File: src/rtl/ddr4_cmd_sequencer.sv
// rtl/ddr4_cmd_sequencer.sv - single-rank, single-open-bank DDR4 command sequencer
//
// Accepts one read/write request at a time and turns it into an ACT / RD|WR /
// PRE command stream, holding tRCD, CL and tRP spacing with wait counters.
// One bank is kept open after an access so that same-row requests skip the ACT.
//
// Ports:
//   ck_t, reset            clock (rising edge) and asynchronous active-high reset
//   req_valid/req_ready    request handshake; req_write, req_bg, req_ba,
//                          req_row, req_col describe the access
//   flush                  close the open row (honoured only while OPEN)
//   cs_n, act_n, A, bg, ba DDR4 command/address pins
//   sync                   per-bank open flag, index = bg*2**BAWIDTH+ba
//   wr_en, rd_en           write-data and read-data windows
//   busy                   high unless the sequencer is IDLE or OPEN
module ddr4_cmd_sequencer #(
  parameter int BGWIDTH   = 2,
  parameter int BAWIDTH   = 2,
  parameter int ADDRWIDTH = 17,
  parameter int COLWIDTH  = 10,
  parameter int BL        = 8,
  parameter int TRCD      = 15,
  parameter int TCL       = 10,
  parameter int TRP       = 10
) (
  input  logic                             ck_t,
  input  logic                             reset,
  input  logic                             req_valid,
  output logic                             req_ready,
  input  logic                             req_write,
  input  logic [BGWIDTH-1:0]               req_bg,
  input  logic [BAWIDTH-1:0]               req_ba,
  input  logic [ADDRWIDTH-1:0]             req_row,
  input  logic [COLWIDTH-1:0]              req_col,
  input  logic                             flush,
  output logic                             cs_n,
  output logic                             act_n,
  output logic [ADDRWIDTH-1:0]             A,
  output logic [BGWIDTH-1:0]               bg,
  output logic [BAWIDTH-1:0]               ba,
  output logic [2**(BGWIDTH+BAWIDTH)-1:0]  sync,
  output logic                             wr_en,
  output logic                             rd_en,
  output logic                             busy
);

  localparam logic [3:0] S_IDLE   = 4'd0;
  localparam logic [3:0] S_ACT    = 4'd1;
  localparam logic [3:0] S_TRCD_W = 4'd2;
  localparam logic [3:0] S_CMD    = 4'd3;
  localparam logic [3:0] S_WDATA  = 4'd4;
  localparam logic [3:0] S_RWAIT  = 4'd5;
  localparam logic [3:0] S_RDATA  = 4'd6;
  localparam logic [3:0] S_OPEN   = 4'd7;
  localparam logic [3:0] S_PRE    = 4'd8;
  localparam logic [3:0] S_TRP_W  = 4'd9;

  localparam int MAX_A = (TRCD > TCL) ? TRCD : TCL;
  localparam int MAX_B = (TRP > BL) ? TRP : BL;
  localparam int MAX_W = (MAX_A > MAX_B) ? MAX_A : MAX_B;
  localparam int CW    = $clog2(MAX_W + 1);

  logic [3:0]           state, state_nxt;
  logic [CW-1:0]        cnt, cnt_nxt;

  // Latest accepted request; on a miss it waits here while the old row closes.
  logic                 p_write;
  logic [BGWIDTH-1:0]   p_bg;
  logic [BAWIDTH-1:0]   p_ba;
  logic [ADDRWIDTH-1:0] p_row;
  logic [COLWIDTH-1:0]  p_col;

  // Currently open (or being opened) bank/row; PRE must address this one.
  logic [BGWIDTH-1:0]   cur_bg;
  logic [BAWIDTH-1:0]   cur_ba;
  logic [ADDRWIDTH-1:0] cur_row;

  // Set when a PRE was caused by a miss, so TRP_W continues to ACT not IDLE.
  logic                 reopen;

  logic accept, hit, bank_open;

  assign req_ready = !reset && !flush && (state == S_IDLE || state == S_OPEN);
  assign accept    = req_valid && req_ready;
  assign hit       = (req_bg == cur_bg) && (req_ba == cur_ba) && (req_row == cur_row);
  assign cs_n      = reset;
  assign busy      = (state != S_IDLE) && (state != S_OPEN);

  always_comb begin
    state_nxt = state;
    cnt_nxt   = (cnt != '0) ? cnt - 1'b1 : cnt;
    case (state)
      S_IDLE:   if (accept) state_nxt = S_ACT;
      S_ACT: begin
        state_nxt = S_TRCD_W;
        cnt_nxt   = CW'(TRCD - 2);
      end
      S_TRCD_W: if (cnt == '0) state_nxt = S_CMD;
      S_CMD: begin
        if (p_write) begin
          state_nxt = S_WDATA;
          cnt_nxt   = CW'(BL - 2);
        end else begin
          state_nxt = S_RWAIT;
          cnt_nxt   = CW'(TCL - 2);
        end
      end
      S_WDATA:  if (cnt == '0) state_nxt = S_OPEN;
      S_RWAIT: begin
        if (cnt == '0) begin
          state_nxt = S_RDATA;
          cnt_nxt   = CW'(BL - 1);
        end
      end
      S_RDATA:  if (cnt == '0) state_nxt = S_OPEN;
      S_OPEN: begin
        if (flush)       state_nxt = S_PRE;
        else if (accept) state_nxt = hit ? S_CMD : S_PRE;
      end
      S_PRE: begin
        state_nxt = S_TRP_W;
        cnt_nxt   = CW'(TRP - 2);
      end
      S_TRP_W:  if (cnt == '0) state_nxt = reopen ? S_ACT : S_IDLE;
      default:  state_nxt = S_IDLE;
    endcase
  end

  always_ff @(posedge ck_t or posedge reset) begin
    if (reset) begin
      state   <= S_IDLE;
      cnt     <= '0;
      p_write <= 1'b0;
      p_bg    <= '0;
      p_ba    <= '0;
      p_row   <= '0;
      p_col   <= '0;
      cur_bg  <= '0;
      cur_ba  <= '0;
      cur_row <= '0;
      reopen  <= 1'b0;
    end else begin
      state <= state_nxt;
      cnt   <= cnt_nxt;
      if (accept) begin
        p_write <= req_write;
        p_bg    <= req_bg;
        p_ba    <= req_ba;
        p_row   <= req_row;
        p_col   <= req_col;
      end
      if (accept && state == S_IDLE) begin
        cur_bg  <= req_bg;
        cur_ba  <= req_ba;
        cur_row <= req_row;
      end
      if (state == S_TRP_W && cnt == '0 && reopen) begin
        cur_bg  <= p_bg;
        cur_ba  <= p_ba;
        cur_row <= p_row;
      end
      if (state == S_OPEN) begin
        if (flush)              reopen <= 1'b0;
        else if (accept && !hit) reopen <= 1'b1;
      end
    end
  end

  // The open flag is visible from the ACT cycle itself and drops in the PRE cycle.
  assign bank_open = (state != S_IDLE) && (state != S_PRE) && (state != S_TRP_W);

  always_comb begin
    sync = '0;
    if (bank_open) sync[{cur_bg, cur_ba}] = 1'b1;
  end

  always_comb begin
    act_n = 1'b1;
    A     = '0;
    bg    = '0;
    ba    = '0;
    case (state)
      S_ACT: begin
        act_n = 1'b0;
        A     = cur_row;
        bg    = cur_bg;
        ba    = cur_ba;
      end
      S_CMD: begin
        A[ADDRWIDTH-1 -: 3] = p_write ? 3'b100 : 3'b101;
        A[COLWIDTH-1:0]     = p_col;
        bg                  = cur_bg;
        ba                  = cur_ba;
      end
      S_PRE: begin
        A[ADDRWIDTH-1 -: 3] = 3'b010;
        bg                  = cur_bg;
        ba                  = cur_ba;
      end
      default: ;
    endcase
  end

  assign wr_en = (state == S_WDATA) || (state == S_CMD && p_write);
  assign rd_en = (state == S_RDATA);

endmodule

File: config.mk
export PLATFORM = sky130hd
export DESIGN_NAME = ddr4_cmd_sequencer
export DESIGN_NICKNAME = d
export VERILOG_FILES = /design/src/rtl/ddr4_cmd_sequencer.sv
export SDC_FILE = /design/constraint.sdc
export NUM_CORES = 1
export LEC_CHECK = 0
export CORE_MARGIN = 4
export CORE_UTILIZATION = 54
export DETAILED_ROUTE_END_ITERATION = 8
export HOLD_SLACK_MARGIN = 0.15
export PLACE_DENSITY_LB_ADDON = 0.08
export SETUP_SLACK_MARGIN = 0.5
export SLEW_MARGIN = 10
export SYNTH_ARGS = -nofsm -noshare
export SYNTH_HDL_FRONTEND = slang
export SYNTH_SLANG_ARGS = --single-unit
File: constraint.sdc
create_clock -name ck_t -period 4.5 [get_ports ck_t]
set_input_delay 1.35 -clock ck_t [delete_from_list [all_inputs] [get_ports ck_t]]
set_output_delay 1.35 -clock ck_t [all_outputs]
set_load 0.01 [all_outputs]
# ---- Yosys cells after proc, flatten, opt, wreduce, memory -nomap -nowiden
# Cells that the tools add are included.
# Widths: inputs -> output; s select.
dict set report totals {
  reg_bits 62
  input_bits 36
  out_inout_bits 43
  wordCells 97
}
dict set report classes {
  add_sub_neg 1
  magnitude_cmp 2
  n_eq_ne 21
  muxes 33
  reduce_logical 29
}
# cell count
set op_table {}
lappend op_table {{$mux 4} 12}
lappend op_table {{$pmux 4 s9} 1}
lappend op_table {{$mux 17} 2}
lappend op_table {{$pmux 10 s2} 1}
lappend op_table {{$eq 17x17->1} 1}
lappend op_table {{$eq 4x3->1 const B} 4}
lappend op_table {{$mux 16} 1}
lappend op_table {{$pmux 4 s4} 1}
lappend op_table {{$logic_and 1x1->1} 14}
lappend op_table {{$mux 2} 6}
lappend op_table {{$pmux 3 s3} 1}
lappend op_table {{$eq 4x2->1 const B} 2}
lappend op_table {{$eq 4x4->1 const B} 2}
lappend op_table {{$logic_not 4->1} 2}
lappend op_table {{$ne 2x2->1 const B} 4}
lappend op_table {{$ne 4x4->1 const B} 2}
lappend op_table {{$reduce_bool 4->1} 2}
lappend op_table {{$mux 1} 7}
lappend op_table {{$reduce_and 6->1} 1}
lappend op_table {{$lt 4x5->1 const B} 1}
lappend op_table {{$demux 1 s4} 1}
lappend op_table {{$eq 2x2->1} 2}
lappend op_table {{$eq 4x1->1 const B} 1}
lappend op_table {{$ge 4x1->1 const B} 1}
lappend op_table {{10 further kinds} 14}

# ---- Logic depth before layout (Yosys ltp)
dict set report depth {
  depth_word 7
  mapped_depth 10
  depth_no_buf 10
}

# ---- Least setup slack after synthesis
# OpenSTA, ideal clock, no wires.
dict set report synth_path {
  path_kind {in2out}
  startpoint {in flush}
  endpoint {out req_ready}
  arrival_ns 1.651
  required_ns 3.150
  setup_slack_ns 1.499
  path_stages 1
  n_path_buf 0
  path_cell_list {nor3_1}
}
dict set report synth_between {
  elab_chain_len 3
}
# element line_no
set synth_lines {}
lappend synth_lines {{start, declared} 35} ;# input logic flush,
lappend synth_lines {{$logic_not 1->1} 83} ;# assign req_ready = !reset && !flush && (state == S_IDLE || state == S_OPEN);
lappend synth_lines {{$logic_and 1x1->1 (2 in series)} 83}
lappend synth_lines {{end, declared} 29} ;# output logic req_ready,
# No other way between the ends.

# ---- Worst setup path after layout
dict set report layout_path {
  startpoint {in reset}
  endpoint {out cs_n}
}
# element line_no
set layout_rtl {}
lappend layout_rtl {{start, declared} 27} ;# input logic reset,
lappend layout_rtl {{end, declared} 36} ;# output logic cs_n,
# No word-level cell between the ends.

==> flow_summary.toml <==
[status]
outcome = "complete, no violations"

[global_routing]
grt_pass1_vias = 2843
antenna_found_initial = 0
grt_pass1_wl_microns = 13800
grt_overflow = 0
grtUsageTotal_pct = 23.1
grt_start_max_net_pins = 38

[timing]
period_minus_slack_ns = 3.80
tightest_slew_ns = 0.795
rsz0062_at_grt = "no"
max-slew-margin-rel_pct = 46.9
slew_violations = 0
finalHoldViolations = 0
fin_setup_tns_ns = 0
max_freq_ghz = 0.263
fin_skew_ns = 0.00814
period_share_pct = 84.5
setup_viol = 0

[setup_path]
path_cells = "clkdlybuf4s50_1 -> clkdlybuf4s50_1"
crit_type = "in2out"
cp_top_family = "buffers and inverters"
worstSetupEndpointType = "output pin"
crit_required_ns = 3.15
cp_slowest_stage_delay_ns = 0.56
cp_common_cell = "clkdlybuf4s50_1"
arrival_ns = 2.45
cp_slowest_cell = "clkdlybuf4s50_1"
start_kind = "input pin"
crit_fanout = 4
crit_buf_inv = 2

[finish]
fin_util_pct = 74.1
layout-drive-gt1-share_pct = 15.8
fin_cells = 499
nets = 457
fillCellCount = 443
seqCellArea_sq_um = 1560
diodes = 0
syn_to_final_growth_pct = 30.8
multi_input_area_sq_um = 1750
stdcell_area_sq_um = 4490

[clock_network]
clk_pin_slew_worst_paths_ns = 0.07
clock_sinks = 62
cts_tree = "built"
ctsHoldBuffers = 0
ctsHtreeMaxLevel = 3
cts_buffers = 9
insertion_delay_ns = 0.34
clockBufferDepth = 2
cts-root-buf = "clkbuf_8"

[die]
dieArea_sq_um = 7690
fp-row-count = 28
start_util_pct = 56.6
floorplan.core_area_sq_um = 6060
pin_count = 79
die_w_microns = 87.7
fp.dieH_microns = 87.7

[place]
hpwl_microns = 5840
place.gp.congestion = 0.802
place_area_sq_um = 4270
port_buffers = 78
dpl.cell_count = 483

[synth]
syn-cell-area_sq_um = 3430
yosysSeqAreaShare_pct = 45.2
yosys.cell_types.count = 46
synth_top_area_share_pct = 45.2
syn_nets = 383
yosys_warnings = 0
synth-seq-cells = 62
syn-instance-count = 345
syn_area_per_cell_sq_um = 9.95
synth_top_cell_by_area = "dfrtp_1"
synth_area_leaders = "dfrtp_1 45%, mux2_2 10%, mux2i_1 6.1%"

[route]
wl_per_cell_microns = 16.5
antenna_left = 0
num_vias = 2778
via_per_inst = 5.57
totalWireLength_microns = 8230
drt_iter0_drc = 143
drc = 0
dr.pass1.iters = 4

[pwr]
power.leakage_nw = 2.05
ir_worst_vdd_mv = 0.383
powerDensity_nw_per_um2 = 616

[min_path]
hp-class = "reg2reg"

[run]
maxCapViolations = 0
## state kept, by name, summed over array words and instances, names as in the netlist
signal	count
cnt	4
cur_ba	2
cur_bg	2
cur_row	17
p_ba	2
p_bg	2
p_col	10
p_row	17
p_write	1
reopen	1
state	4
## synthesized netlist by cell type, drive strengths merged
cell type / n
dfrtp: 62
nor2: 47
mux2: 32
a21oi: 30
mux2i: 21
nand2: 18
xor2: 17
buf: 12
clkbuf: 11
nor3: 11
a22o: 10
inv: 9
o21ai: 9
nand2b: 5
nor4: 5
xnor2: 5
and2: 4
and3: 4
nor2b: 4
or3: 4
o211ai: 3
a22oi: 2
a31oi: 2
ha: 2
nand4: 2
o21a: 2
a21o: 1
a311o: 1
a41oi: 1
and4b: 1
nand4b: 1
nor3b: 1
o2111ai: 1
o21bai: 1
o31a: 1
or2: 1
or2b: 1
or4: 1
## stage by stage
stage | power [W] | hold WS, ns | setup slack [ns]
CTS | 0.00277 | 0.511 | 0.521
detailed placement | 0.00223 | 0.495 | 0.533
floorplan | 0.00182 | 0.479 | 1.50
finish | 0.00277 | 0.508 | 0.697
global route | 0.00298 | 0.525 | 0.518
global placement | 0.00218 | 0.486 | 0.565
## logic make-up (layout without fill, tap and decap cells)
kind of cell             Yosys count  count (layout)  synth area share, %
XOR/XNOR                          22              22                 5.61
adder cells (fa/ha/maj)            2               2                0.729
AND/OR/NAND/NOR                  110             110                 15.6
buffers and inverters             32             111                 4.16
flip-flops                        62              62                 45.2
multiplexers                      53              53                 16.6
AO/OA/AOI/OAI                     64              64                 12.0
## per-layer routing
metal  track usage, %  up-vias  share of wire [%]
met2             39.9       69                 51
met1             28.9     1337                 43
met4             6.69        0                1.2
met3             5.55        8                4.9
met5                0        -                  0
li1                 -     1364                  -
## worst paths after layout
kind	cells after the start	slack, ns	end	startpoint
worst min-delay path	1	0.51	p_col[0]	p_col[0]
worst max-delay path	2	0.70	cs_n	reset
min in group asynchronous	2	1.57	cnt[1]	reset
worst max register to register	7	2.06	cur_row[11]	state[3]
max in group asynchronous	3	2.21	state[1]	reset
worst min register to register	1	0.51	p_col[0]	p_col[0]
## placed cells by master, fill, tap and decap left out, drive strengths merged, types with 11 or more instances in the layout
| cell type | Yosys | routed |
|---|---|---|
| nand2 | 18 | 18 |
| mux2i | 21 | 21 |
| a21oi | 30 | 30 |
| xor2 | 17 | 17 |
| clkdlybuf4s50 | 0 | 77 |
| dfrtp | 62 | 62 |
| mux2 | 32 | 32 |
| nor2 | 47 | 47 |
| nor3 | 11 | 11 |
## power by group
group	total (W)	leakage (nW)	internal, W	switching (W)
logic	0.00112	1.19	0.000597	0.000523
clock network	0.000539	0.106	0.000311	0.000228
registers	0.00111	0.761	0.000832	0.000275
## final cells by class
| class | count | area share (%) |
|---|---|---|
| Inverter | 9 | 0.753 |
| Tap cell | 75 | 2.09 |
| Multi-Input combinational cell | 251 | 39.0 |
| Timing Repair Buffer | 86 | 18.8 |
| Clock buffer | 10 | 2.84 |
| Clock inverter | 6 | 1.92 |
| Sequential cell | 62 | 34.6 |
## timing repair
action                                  CTS  global route
endpoints found under the setup margin    0            12
resized for setup                         0             5
setup buffers                             0             0
Note: power is estimated with default switching activity, not from simulation.
